## src/rtl/stack_alu_seq.sv

```systemverilog
// Stack ALU sequencer driving an external LIFO; optional multiply via STACK_ALU_MUL_EN.
// Latency: command-to-next-accept is 2 cycles for PUSH/POP, 3 for binary ops, 1 for a rejected command.
// Backpressure: cmd_ready only in IDLE; one command in flight, cmd_valid ignored while busy.
module stack_alu_seq #(
    parameter int DEPTH = 16,
    parameter int CW    = 5
) (
    input  logic          clock,
    input  logic          reset,
    input  logic          cmd_valid,
    output logic          cmd_ready,
    input  logic [2:0]    cmd_op,
    input  logic [15:0]   cmd_imm,
    output logic          lifo_push,
    output logic          lifo_pop,
    output logic [15:0]   lifo_data,
    input  logic [15:0]   lifo_q,
    input  logic [CW-1:0] lifo_count,
    output logic          res_valid,
    output logic [15:0]   res_data,
    output logic          flag_z,
    output logic          flag_c,
    output logic          err,
    output logic          busy
);

    typedef enum logic [1:0] {
        IDLE   = 2'd0,
        OPB    = 2'd1,
        SETTLE = 2'd2
    } state_t;

    localparam logic [2:0] OP_PUSH = 3'd0;
    localparam logic [2:0] OP_POP  = 3'd1;
    localparam logic [2:0] OP_ADD  = 3'd2;
    localparam logic [2:0] OP_SUB  = 3'd3;
    localparam logic [2:0] OP_AND  = 3'd4;
    localparam logic [2:0] OP_OR   = 3'd5;
    localparam logic [2:0] OP_XOR  = 3'd6;
    localparam logic [2:0] OP_MUL  = 3'd7;

    state_t       state;
    state_t       state_nxt;
    logic [15:0]  op_a;
    logic [2:0]   op_r;

    logic         is_push;
    logic         is_pop;
    logic         is_bin;
    logic         op_illegal;
    logic         stack_full;
    logic         stack_lt2;
    logic         reject;
    logic         take;

    logic         push_c;
    logic         pop_c;
    logic [15:0]  data_c;

    logic [16:0]  sum;
    logic [15:0]  alu_res;
    logic         alu_c;

    assign cmd_ready = (state == IDLE);
    assign busy      = !cmd_ready;
    assign take      = cmd_valid && cmd_ready;

    assign is_push    = (cmd_op == OP_PUSH);
    assign is_pop     = (cmd_op == OP_POP);
    assign is_bin     = !is_push && !is_pop;
`ifdef STACK_ALU_MUL_EN
    assign op_illegal = 1'b0;
`else
    assign op_illegal = (cmd_op == OP_MUL);
`endif
    assign stack_full = (lifo_count == CW'(DEPTH));
    assign stack_lt2  = (lifo_count < CW'(2));

    assign reject = (is_push && stack_full)
                  || (is_pop && (lifo_count == '0))
                  || (is_bin && (op_illegal || stack_lt2));

    // ALU: lifo_q holds the deeper operand (b) while in OPB
    assign sum = {1'b0, lifo_q} + {1'b0, op_a};

`ifdef STACK_ALU_MUL_EN
    logic [15:0] mul_lo;
    assign mul_lo = lifo_q * op_a;
`endif

    always_comb begin
        alu_res = '0;
        alu_c   = 1'b0;
        case (op_r)
            OP_ADD: begin
                alu_res = sum[15:0];
                alu_c   = sum[16];
            end
            OP_SUB: begin
                alu_res = lifo_q - op_a;
                alu_c   = (lifo_q < op_a);
            end
            OP_AND: alu_res = lifo_q & op_a;
            OP_OR:  alu_res = lifo_q | op_a;
            OP_XOR: alu_res = lifo_q ^ op_a;
`ifdef STACK_ALU_MUL_EN
            OP_MUL: alu_res = mul_lo;
`endif
            default: begin
                alu_res = '0;
                alu_c   = 1'b0;
            end
        endcase
    end

    always_comb begin
        state_nxt = state;
        push_c    = 1'b0;
        pop_c     = 1'b0;
        data_c    = '0;
        case (state)
            IDLE: begin
                if (cmd_valid && !reject) begin
                    if (is_push) begin
                        push_c    = 1'b1;
                        data_c    = cmd_imm;
                        state_nxt = SETTLE;
                    end else if (is_pop) begin
                        pop_c     = 1'b1;
                        state_nxt = SETTLE;
                    end else begin
                        pop_c     = 1'b1;
                        state_nxt = OPB;
                    end
                end
            end
            OPB: begin
                // simultaneous push+pop replaces the top with the result
                push_c    = 1'b1;
                pop_c     = 1'b1;
                data_c    = alu_res;
                state_nxt = SETTLE;
            end
            SETTLE: state_nxt = IDLE;
            default: state_nxt = IDLE;
        endcase
    end

    // Strobes are combinational; qualify with reset so none leak while it is held
    assign lifo_push = push_c & reset;
    assign lifo_pop  = pop_c & reset;
    assign lifo_data = reset ? data_c : 16'h0000;

    always_ff @(posedge clock or negedge reset) begin
        if (!reset) begin
            state     <= IDLE;
            op_a      <= '0;
            op_r      <= '0;
            res_valid <= 1'b0;
            res_data  <= '0;
            flag_z    <= 1'b0;
            flag_c    <= 1'b0;
            err       <= 1'b0;
        end else begin
            state     <= state_nxt;
            res_valid <= 1'b0;
            err       <= 1'b0;
            if (take) begin
                if (reject) begin
                    err <= 1'b1;
                end else begin
                    op_r <= cmd_op;
                    if (is_pop) begin
                        res_data  <= lifo_q;
                        res_valid <= 1'b1;
                        flag_z    <= (lifo_q == 16'h0000);
                    end else if (is_bin) begin
                        op_a <= lifo_q;
                    end
                end
            end
            if (state == OPB) begin
                res_data  <= alu_res;
                res_valid <= 1'b1;
                flag_z    <= (alu_res == 16'h0000);
                flag_c    <= alu_c;
            end
        end
    end

endmodule

```

## config.mk

```make
export PLATFORM = sky130hd
export DESIGN_NAME = stack_alu_seq
export DESIGN_NICKNAME = d
export VERILOG_FILES = /design/src/rtl/stack_alu_seq.sv
export SDC_FILE = /design/constraint.sdc
export NUM_CORES = 1
export LEC_CHECK = 0
export BUFFER_PORTS_ARGS = -buffer_cell sky130_fd_sc_hd__buf_2
export CAP_MARGIN = 30
export CORE_ASPECT_RATIO = 0.5
export CORE_UTILIZATION = 60
export DETAILED_ROUTE_END_ITERATION = 10
export HOLD_SLACK_MARGIN = 0.08
export MAX_ROUTING_LAYER = met4
export PLACE_DENSITY = 0.93
export SETUP_SLACK_MARGIN = 0.4
export SLEW_MARGIN = 20
export SYNTH_ARGS = -nofsm -noshare
export SYNTH_HDL_FRONTEND = slang
export SYNTH_SLANG_ARGS = --single-unit
```

## constraint.sdc

```tcl
create_clock -name clock -period 5.85 [get_ports clock]
set_input_delay 0.585 -clock clock [delete_from_list [all_inputs] [get_ports clock]]
set_output_delay 0.585 -clock clock [all_outputs]
set_load 0.02 [all_outputs]
```

==> impl_results.md, run 1 <==
- Post-CTS resize count: 0
- Maximum vdd ir drop: 0.268 mV
- CP top delay family: compound AO/OA/AOI/OAI gates
- Die X: 125 µm
- Maxcap violations: 0
- Number of buffers created by CTS: 5
- Synthesized flop and latch total: 41
- Clk buf depth: 2
- Routability cong.: 1.08
- RR Startpoint: op_r[1]
- Hold Path Class: in -> async
- Worst Path Arrival: 3.59 ns
- Setup Skew: 0.00975 ns
- Worst setup EP type: output port
- Most common flop cell mapped by yosys: dfrtp_1
- Final setup viols: 0
- Routed len/inst: 19.3 µm
- Antenna viol nets, final: 0
- Comb pwr share: 0.632
- CTS tree: built
- Core area: 7320 µm²
- Initial Utilization: 0.622
- Crit-path max FO: 4
- Nets: 745
- Overall Global Routing Usage: 0.379
- Std cell rows: 22
- Worst-Skew Late Latency: 0.29 ns
- Mapped Cells: 583
- Final HPWL DP: 10900 µm
- Vias in the first global route: 4307
- Reg-to-reg critical path endpoint: flag_z
- Total Power: 2030 µW
- Design area: 5120 µm²
- Die footprint: 7960 µm²
- Final hold vios: 0
- Crit-path cells: buf_2 -> ha_1 -> fa_1 -> a211oi_2 -> o21ai_1 -> a41o_1 -> a2111oi_0 -> nor4bb_1 -> a41o_1 -> nor2_1 -> a21oi_1 -> nor2_1 -> buf_2
- CP Class: in -> out
- Area share of the largest cell type after synthesis: 0.225
- Final WS setup: 1.68 ns
- DRC violations left: 0
- Int Power: 1010 µW
- DP Worst Slack: 1.76 ns
- R2R Setup Slk: 2.39 ns
- Most frequent cell after synthesis: nand2_1
- Lkg Pwr: 0.00251 µW
- Setup crit start kind: input port
- Drt first pass iters: 6
- Vias: 4749
- PD cells: 397 nW/µm²
- Worst Tran Pin Value: 0.707 ns
- Reg2reg path depth: 10
- Average cell area after synthesis: 7.81 µm²
- First-pass GRT wire length: 22700 µm
- Sw frac: 0.504
- RSZ-0062 raised after global routing: false
- Final min period: 4.17 ns
- IO Pins: 83
- Outcome: finished clean
- Slowest-stage cell, CP: fa_1
- Synth top area cells: dfrtp_1 23%, ha_1 14%, nand2_1 5.7%
- Post-Syn Nets: 679
- Post-synth EDFFs: 0
- Fin Setup TNS: 0 ns
- Async SR Flop Fraction: 1.00
- Slew headroom: 0.529
- CTS Hold Bufs: 0
- Most used routing layer: met2
- Fmax: 0.240 GHz
- Synth Warn #: 0
- GRT Residual Overflow: 0
- Synth top cells by count: 69 x nand2_1, 55 x inv_1, 52 x nor2_1
- Clock Sink Count: 41
- Final wirelength: 14400 µm
- Placed cell area: 4960 µm²
- M1 GR Usage: 0.515
- Sequential share of the synthesized area: 0.225
- Port Buffers: 82
- Largest net degree at the start of global routing: 53
- Area growth from synthesis to layout: 12.4%
- Distinct cells, synth: 79
- H-tree levels: 2
- Root Driver: clkbuf_16
- Max-slew violations: 0
- Part of the power in registers: 0.222
- Synth Cell Area: 4550 µm²
- DRT iter0 DRCs: 532
- Critical Path Max Stage Delay: 0.47 ns
- Setup bufs post-CTS: 0
- Crit share post-route: 0.713
- GRT met2 Usage: 0.557
- Met3 global-route usage: 0.101
- Buffers plus inverters on the worst setup path: 2
- DR vias/cell: 6.37
- Layout cells sized above 1: 0.191
- Die height: 63.6 µm
- CP required: 5.27 ns
- Initial antenna violation count: 0
- Clock power frac: 0.146
- NetSw: 1020 µW
- Clock transition at path regs: 0.07 ns
- Diodes inserted: 0
- Leading area contributor after synthesis: dfrtp_1
## cell families after synthesis
| family | after synthesis | share of synthesized area |
|---|---|---|
| compound gates | 184 | 0.275 |
| xor+xnor | 8 | 0.0154 |
| fa+ha+maj | 53 | 0.149 |
| buf+inv | 87 | 0.0866 |
| flops | 41 | 0.225 |
| mux | 20 | 0.0448 |
| simple gates | 190 | 0.203 |
## routing by layer
layer | wire (µm) | up-vias
met1 | 6280 | 2192
met2 | 6020 | 306
met4 | 246 | 0
li1 | - | 2220
met5 | 0 | -
met3 | 1820 | 31
## cells in the final DEF, fill, tap and decap left out, drive strengths merged, types with 11 or more instances in the layout
cell type / instances
a21oi: 45
a22oi: 13
buf: 90
dfrtp: 41
ha: 51
inv: 57
mux2i: 17
nand2: 69
nor2: 54
o21ai: 48
o22ai: 11
## worst max-delay path by stage
stage                          from       endpoint  slack, ns  cells past startpoint
after floorplan           lifo_q[0]  lifo_data[14]       2.28                     11
after global placement    lifo_q[8]  lifo_data[11]       1.68                     13
after detailed placement  lifo_q[0]  lifo_data[12]       1.76                     13
after CTS                 lifo_q[0]  lifo_data[12]       1.74                     13
after global routing      lifo_q[8]  lifo_data[11]       1.40                     13
final                     lifo_q[0]  lifo_data[10]       1.68                     13
## power by group through the flow
stage                     clock, µW  combinational, µW  sequential [µW]
final                           297               1280              450
after global routing            306               1380              460
after CTS                       295               1250              448
after detailed placement          0               1240              451
after global placement            0               1230              448
after floorplan                   0                864              507
## metrics by stage
stage           util  hold slack, ns  std cells
6_report       0.699           0.374        746
5_1_grt        0.699           0.417        746
4_1_cts        0.698           0.389        745
3_5_place_dp   0.677           0.488        737
3_3_place_gp   0.674           0.483        735
2_1_floorplan      -           0.289        583
## sequential cells by signal (all words and copies together) (netlist names)
| signal | count |
|---|---|
| err | 1 |
| res_data | 16 |
| res_valid | 1 |
| op_r | 3 |
| flag_z | 1 |
| op_a | 16 |
| state | 2 |
| flag_c | 1 |
## area by class of cell
cell class	count	area, µm²
clock buffer	5	125
clock inverter	3	25.0
fill	615	2210
inverter	56	210
multi-input combinational	455	3130
sequential	41	1030
tap	96	120
timing repair buffer	90	478
## worst reg2reg max path: stages, from the launching register on
cell and delay [ns]:
dfrtp_1 0.56, buf_4 0.34, inv_1 0.18, nand2_1 0.55
o21ai_0 0.16, a221o_1 0.41, nor4_1 0.26, nand4_1 0.18
or3_1 0.37, nor4_2 0.23, a31o_1 0.17
Note: power is estimated with default switching activity, not from simulation.
==> run 2: changes to the inputs <==
--- a/config.mk
+++ b/config.mk
@@ -8,11 +8,11 @@
 export BUFFER_PORTS_ARGS = -buffer_cell sky130_fd_sc_hd__buf_2
 export CAP_MARGIN = 30
 export CORE_ASPECT_RATIO = 0.5
-export CORE_UTILIZATION = 60
+export CORE_UTILIZATION = 52
 export DETAILED_ROUTE_END_ITERATION = 10
 export HOLD_SLACK_MARGIN = 0.08
 export MAX_ROUTING_LAYER = met4
-export PLACE_DENSITY = 0.93
+export PLACE_DENSITY = 0.86
 export SETUP_SLACK_MARGIN = 0.4
 export SLEW_MARGIN = 20
 export SYNTH_ARGS = -nofsm -noshare
==> constraint.sdc (replaced) <==
create_clock -name clock -period 3.4 [get_ports clock]
set_input_delay 0.34 -clock clock [delete_from_list [all_inputs] [get_ports clock]]
set_output_delay 0.34 -clock clock [all_outputs]
set_load 0.02 [all_outputs]
==> impl_results.md, run 2 (synthesized netlist as in run 1, its figures left out) <==
- Diodes inserted: 0
- Initial Utilization: 0.553
- Worst Tran Pin Value: 0.894 ns
- Outcome: complete, but fails checks
- Routability cong.: 0.985
- Crit-path cells: ha_2 -> fa_2 -> a211oi_4 -> o21ai_2 -> a41o_1 -> nand4_1 -> nand3b_1 -> mux2i_1 -> mux2i_1 -> a21oi_2 -> o31ai_2 -> buf_4
- Root Driver: clkbuf_16
- Worst Path Arrival: 3.14 ns
- Setup Skew: 0.00772 ns
- Largest regs: op_a (16), res_data (16), op_r (3)
- Area occupied by registers: 1030 µm²
- Worst-Skew Late Latency: 0.30 ns
- Core area: 8230 µm²
- GRT met2 Usage: 0.576
- RSZ-0062 raised after global routing: true
- CP required: 3.06 ns
- Maximum vdd ir drop: 0.451 mV
- First-pass GRT wire length: 25000 µm
- DP Worst Slack: 0.0428 ns
- Layout cells sized above 1: 0.338
- CP top delay family: compound AO/OA/AOI/OAI gates
- Setup crit start kind: flop
- Met3 global-route usage: 0.0674
- Failing checks: negative setup slack
- Die X: 134 µm
- Most frequent cells in the layout: 74 x buf_4, 69 x buf_2, 66 x nand2_1
- Most frequent CP cell: mux2i_1
- Max-slew violations: 0
- Area growth from synthesis to layout: 32.1%
- Final min period: 3.48 ns
- CP Class: reg -> out
- CTS Hold Bufs: 0
- Placed cell area: 5310 µm²
- Slowest-stage cell, CP: dfrtp_1
- DRT iter0 DRCs: 727
- Std cell rows: 23
- Layout Utilization: 0.730
- GRT Residual Overflow: 0
- Vias: 5130
- IO Pins: 83
- Drt first pass iters: 8
- Fill cell count: 638
- Vias in the first global route: 4707
- Hold_ws: 0.162 ns
- Nets: 802
- Routed len/inst: 20.2 µm
- Final setup viols: 5
- Design area: 6010 µm²
- DR vias/cell: 6.26
- Clock Sink Count: 41
- Clock transition at path regs: 0.07 ns
- Initial antenna violation count: 0
- Largest net degree at the start of global routing: 43
- Most used routing layer: met2
- PD cells: 696 nW/µm²
- Die height: 68.2 µm
- Crit share post-route: 1.02
- Port Buffers: 82
- Hold Path Class: in -> async
- Clk buf depth: 2
- Worst setup EP type: output port
- Slew headroom: 0.402
- Multi-input gate area: 3540 µm²
- DRC violations left: 0
- Overall Global Routing Usage: 0.370
- Number of buffers created by CTS: 5
- Final hold vios: 0
- H-tree levels: 2
- Crit-path max FO: 4
- Antenna viol nets, final: 0
- Buffers plus inverters on the worst setup path: 1
- M1 GR Usage: 0.501
- Die footprint: 9150 µm²
- Final HPWL DP: 11800 µm
- Commonest non-fill, non-tap cell in the layout: buf_4
- Lkg Pwr: 0.00285 µW
- CTS tree: built
- Maxcap violations: 0
- Final wirelength: 16600 µm
- Fmax: 0.287 GHz
- Final WS setup: -0.0827 ns
- Critical Path Max Stage Delay: 0.44 ns
## run 2: worst paths after layout
path | startpoint | to | slack (ns) | depth (start not counted)
max in group asynchronous | reset | op_a[7] | 2.83 | 2
max reg2reg | op_a[0] | flag_z | 0.27 | 12
max | op_a[0] | lifo_data[14] | -0.08 | 12
min in group clock | cmd_valid | err | 0.28 | 3
min reg2reg | res_data[0] | res_data[0] | 0.49 | 1
min | reset | op_a[3] | 0.16 | 2
## run 2: stage by stage
| step | total power [µW] | TNS [ns] | cells |
|---|---|---|---|
| 2_1_floorplan | 2370 | 0 | 583 |
| 3_3_place_gp | 3090 | 0 | 796 |
| 3_5_place_dp | 3120 | 0 | 796 |
| 4_1_cts | 3940 | -0.0345 | 813 |
| 5_1_grt | 4400 | -0.714 | 819 |
| 6_report | 4180 | -0.239 | 819 |
## run 2: routing by layer
metal,up-vias,part of all wire
li1,2330,-
met1,2473,0.44
met2,298,0.44
met3,29,0.099
met4,0,0.016
met5,-,0
## run 2: area by class of cell
type	count	area share
clock buffers	5	0.0208
well taps	112	0.0233
flip-flops and latches	41	0.171
inverters	56	0.0354
repair buffers	147	0.157
multi-input cells	455	0.588
clock inverters	3	0.00416
## run 2: power breakdown
group          internal (µW)  total, µW  leakage, µW  switching (µW)
sequential               651        778     0.000517             127
clock                    277        514    0.0000704             237
combinational           1190       2890      0.00226            1700
## run 2: timing repair
item	4_1_cts	5_1_grt
pin swaps	31	16
endpoints found under the setup margin	13	15
gates cloned	0	0
setup buffers	9	6
gates resized for setup	84	22
==> run 3: changes to the inputs <==
--- a/config.mk
+++ b/config.mk
@@ -13,6 +13,7 @@
 export HOLD_SLACK_MARGIN = 0.08
 export MAX_ROUTING_LAYER = met4
 export PLACE_DENSITY = 0.86
+export RECOVER_POWER = 50
 export SETUP_SLACK_MARGIN = 0.4
 export SLEW_MARGIN = 20
 export SYNTH_ARGS = -nofsm -noshare
==> impl_results.md, run 3 (synthesized netlist as in run 1, its figures left out) <==
- Outcome: complete, but fails checks
- Failing checks: negative setup slack
- Crit-path cells: ha_2 -> fa_2 -> a211oi_4 -> o21ai_2 -> a41o_1 -> nand4_1 -> nand3b_1 -> mux2i_1 -> mux2i_1 -> a21oi_2 -> o31ai_2 -> buf_4
- Layout cells sized above 1: 0.314
- Total Power: 4170 µW
- Routed len/inst: 20.3 µm
- Final WS setup: -0.0773 ns
- Worst-Skew Late Latency: 0.30 ns
- Crit share post-route: 1.02
- Port Buffers: 82
- Die height: 68.2 µm
- Setup Skew: 0.00711 ns
- Overall Global Routing Usage: 0.370
- Hold_ws: 0.164 ns
- Routability cong.: 0.985
- Die X: 134 µm
- CTS Hold Bufs: 0
- Final HPWL DP: 11800 µm
- CP top delay family: compound AO/OA/AOI/OAI gates
- DR vias/cell: 6.30
- Sw frac: 0.497
- Std cell rows: 23
- Core area: 8230 µm²
- Crit-path max FO: 4
- GRT Residual Overflow: 0
- Maxcap violations: 0
- Vias in the first global route: 4707
- Largest net degree at the start of global routing: 43
- Clock Sink Count: 41
- Drt first pass iters: 6
- Fmax: 0.288 GHz
- Diodes inserted: 0
- Worst setup EP type: output port
- Buffers plus inverters on the worst setup path: 1
- NetSw: 2070 µW
- Initial antenna violation count: 0
- IO Pins: 83
- CP Class: reg -> out
- Commonest non-fill, non-tap cell in the layout: buf_4
- Largest regs: op_a (16), res_data (16), op_r (3)
- Hold Path Class: in -> async
- Die footprint: 9150 µm²
- First-pass GRT wire length: 25000 µm
- Root Driver: clkbuf_16
- Max-slew violations: 0
- Part of the power in registers: 0.188
- Most frequent cells in the layout: 74 x buf_4, 66 x nand2_1, 53 x buf_2
- Number of buffers created by CTS: 5
- Setup crit start kind: flop
- Worst Tran Pin Value: 0.963 ns
- Clk buf depth: 2
- Lkg Pwr: 0.00279 µW
- Slew headroom: 0.356
- Non-Filler Instances: 819
- H-tree levels: 2
- DRT iter0 DRCs: 691
- Fin Setup TNS: -0.212 ns
- DRC violations left: 0
- Final wirelength: 16700 µm
- PD cells: 696 nW/µm²
- RSZ-0062 raised after global routing: true
- Nets: 802
- Critical Path Max Stage Delay: 0.43 ns
- Post-Place Cells: 796
- CTS tree: built
- Final hold vios: 0
- Final min period: 3.48 ns
- Initial Utilization: 0.553
- Worst Path Arrival: 3.14 ns
- Slowest-stage cell, CP: dfrtp_1
- Clock transition at path regs: 0.07 ns
- Antenna viol nets, final: 0
- Final setup viols: 4
- Clock power frac: 0.124
- Vias: 5162
- Layout Utilization: 0.727
- CP required: 3.06 ns
- Int Power: 2090 µW
- Maximum vdd ir drop: 0.438 mV
- Most frequent CP cell: mux2i_1
- Area growth from synthesis to layout: 31.5%
- Comb pwr share: 0.689
[run 3: cell types whose count changed in the layout (fill, tap and decap cells not counted)]
cell | previous run | this run
clkbuf_1 | 0 | 16
a22oi_2 | 1 | 0
buf_2 | 69 | 53
a22oi_1 | 12 | 13
[run 3: power groups by stage]
stage,Combinational [µW],Sequential [µW],Clock [µW]
after global placement,2330,765,0
final,2870,782,515
after floorplan,1490,873,0
after detailed placement,2350,771,0
after CTS,2670,766,513
after global routing,3040,796,543
[run 3: per-layer routing]
metal / global-route usage / wire [µm] / vias to the layer above
met5: - / 0 / -
met4: 0.0913 / 373 / 0
met3: 0.0674 / 1750 / 46
met2: 0.576 / 7240 / 313
met1: 0.501 / 7290 / 2481
li1: - / - / 2322
[run 3: layout make-up]
type	count	area (µm²)
repair buffers	147	926
flip-flops and latches	41	1030
clock buffers	5	125
inverters	56	213
fillers	653	2240
clock inverters	3	25.0
multi-input cells	455	3530
well taps	112	140
[run 3: what timing repair did]
| action | 4_1_cts | 5_1_grt |
|---|---|---|
| resized for setup | 84 | 22 |
| buffers inserted | 9 | 6 |
| gates cloned | 0 | 0 |
| setup endpoints to repair | 13 | 15 |
| pin swaps | 31 | 16 |
[run 3: stage by stage]
stage          instance area (µm²)  setup slack [ns]
6_report                      5990           -0.0773
5_1_grt                       5990            -0.166
4_1_cts                       5870           -0.0285
3_5_place_dp                  5310            0.0428
3_3_place_gp                  5310            0.0534
2_1_floorplan                 4570             0.413
[run 3: worst paths after layout]
path	endpoint	slack [ns]	cells after the start	start
setup / recovery	lifo_data[14]	-0.08	12	op_a[0]
hold / removal	op_a[5]	0.16	2	reset
setup reg to reg	flag_z	0.30	12	op_a[0]
hold reg to reg	res_data[0]	0.49	1	res_data[0]
max in group asynchronous	op_a[7]	2.83	2	reset
min in group clock	err	0.28	3	cmd_valid
[run 3: worst reg2reg max path, stage by stage (launching register included)]
cell,delay [ns]
dfrtp_1,0.43
ha_2,0.22
buf_4,0.14
a211oi_4,0.30
o31ai_4,0.11
buf_4,0.15
a21oi_4,0.25
xnor2_2,0.09
a221oi_2,0.35
nand4_1,0.21
or3_1,0.37
nor4_2,0.22
a31o_1,0.19
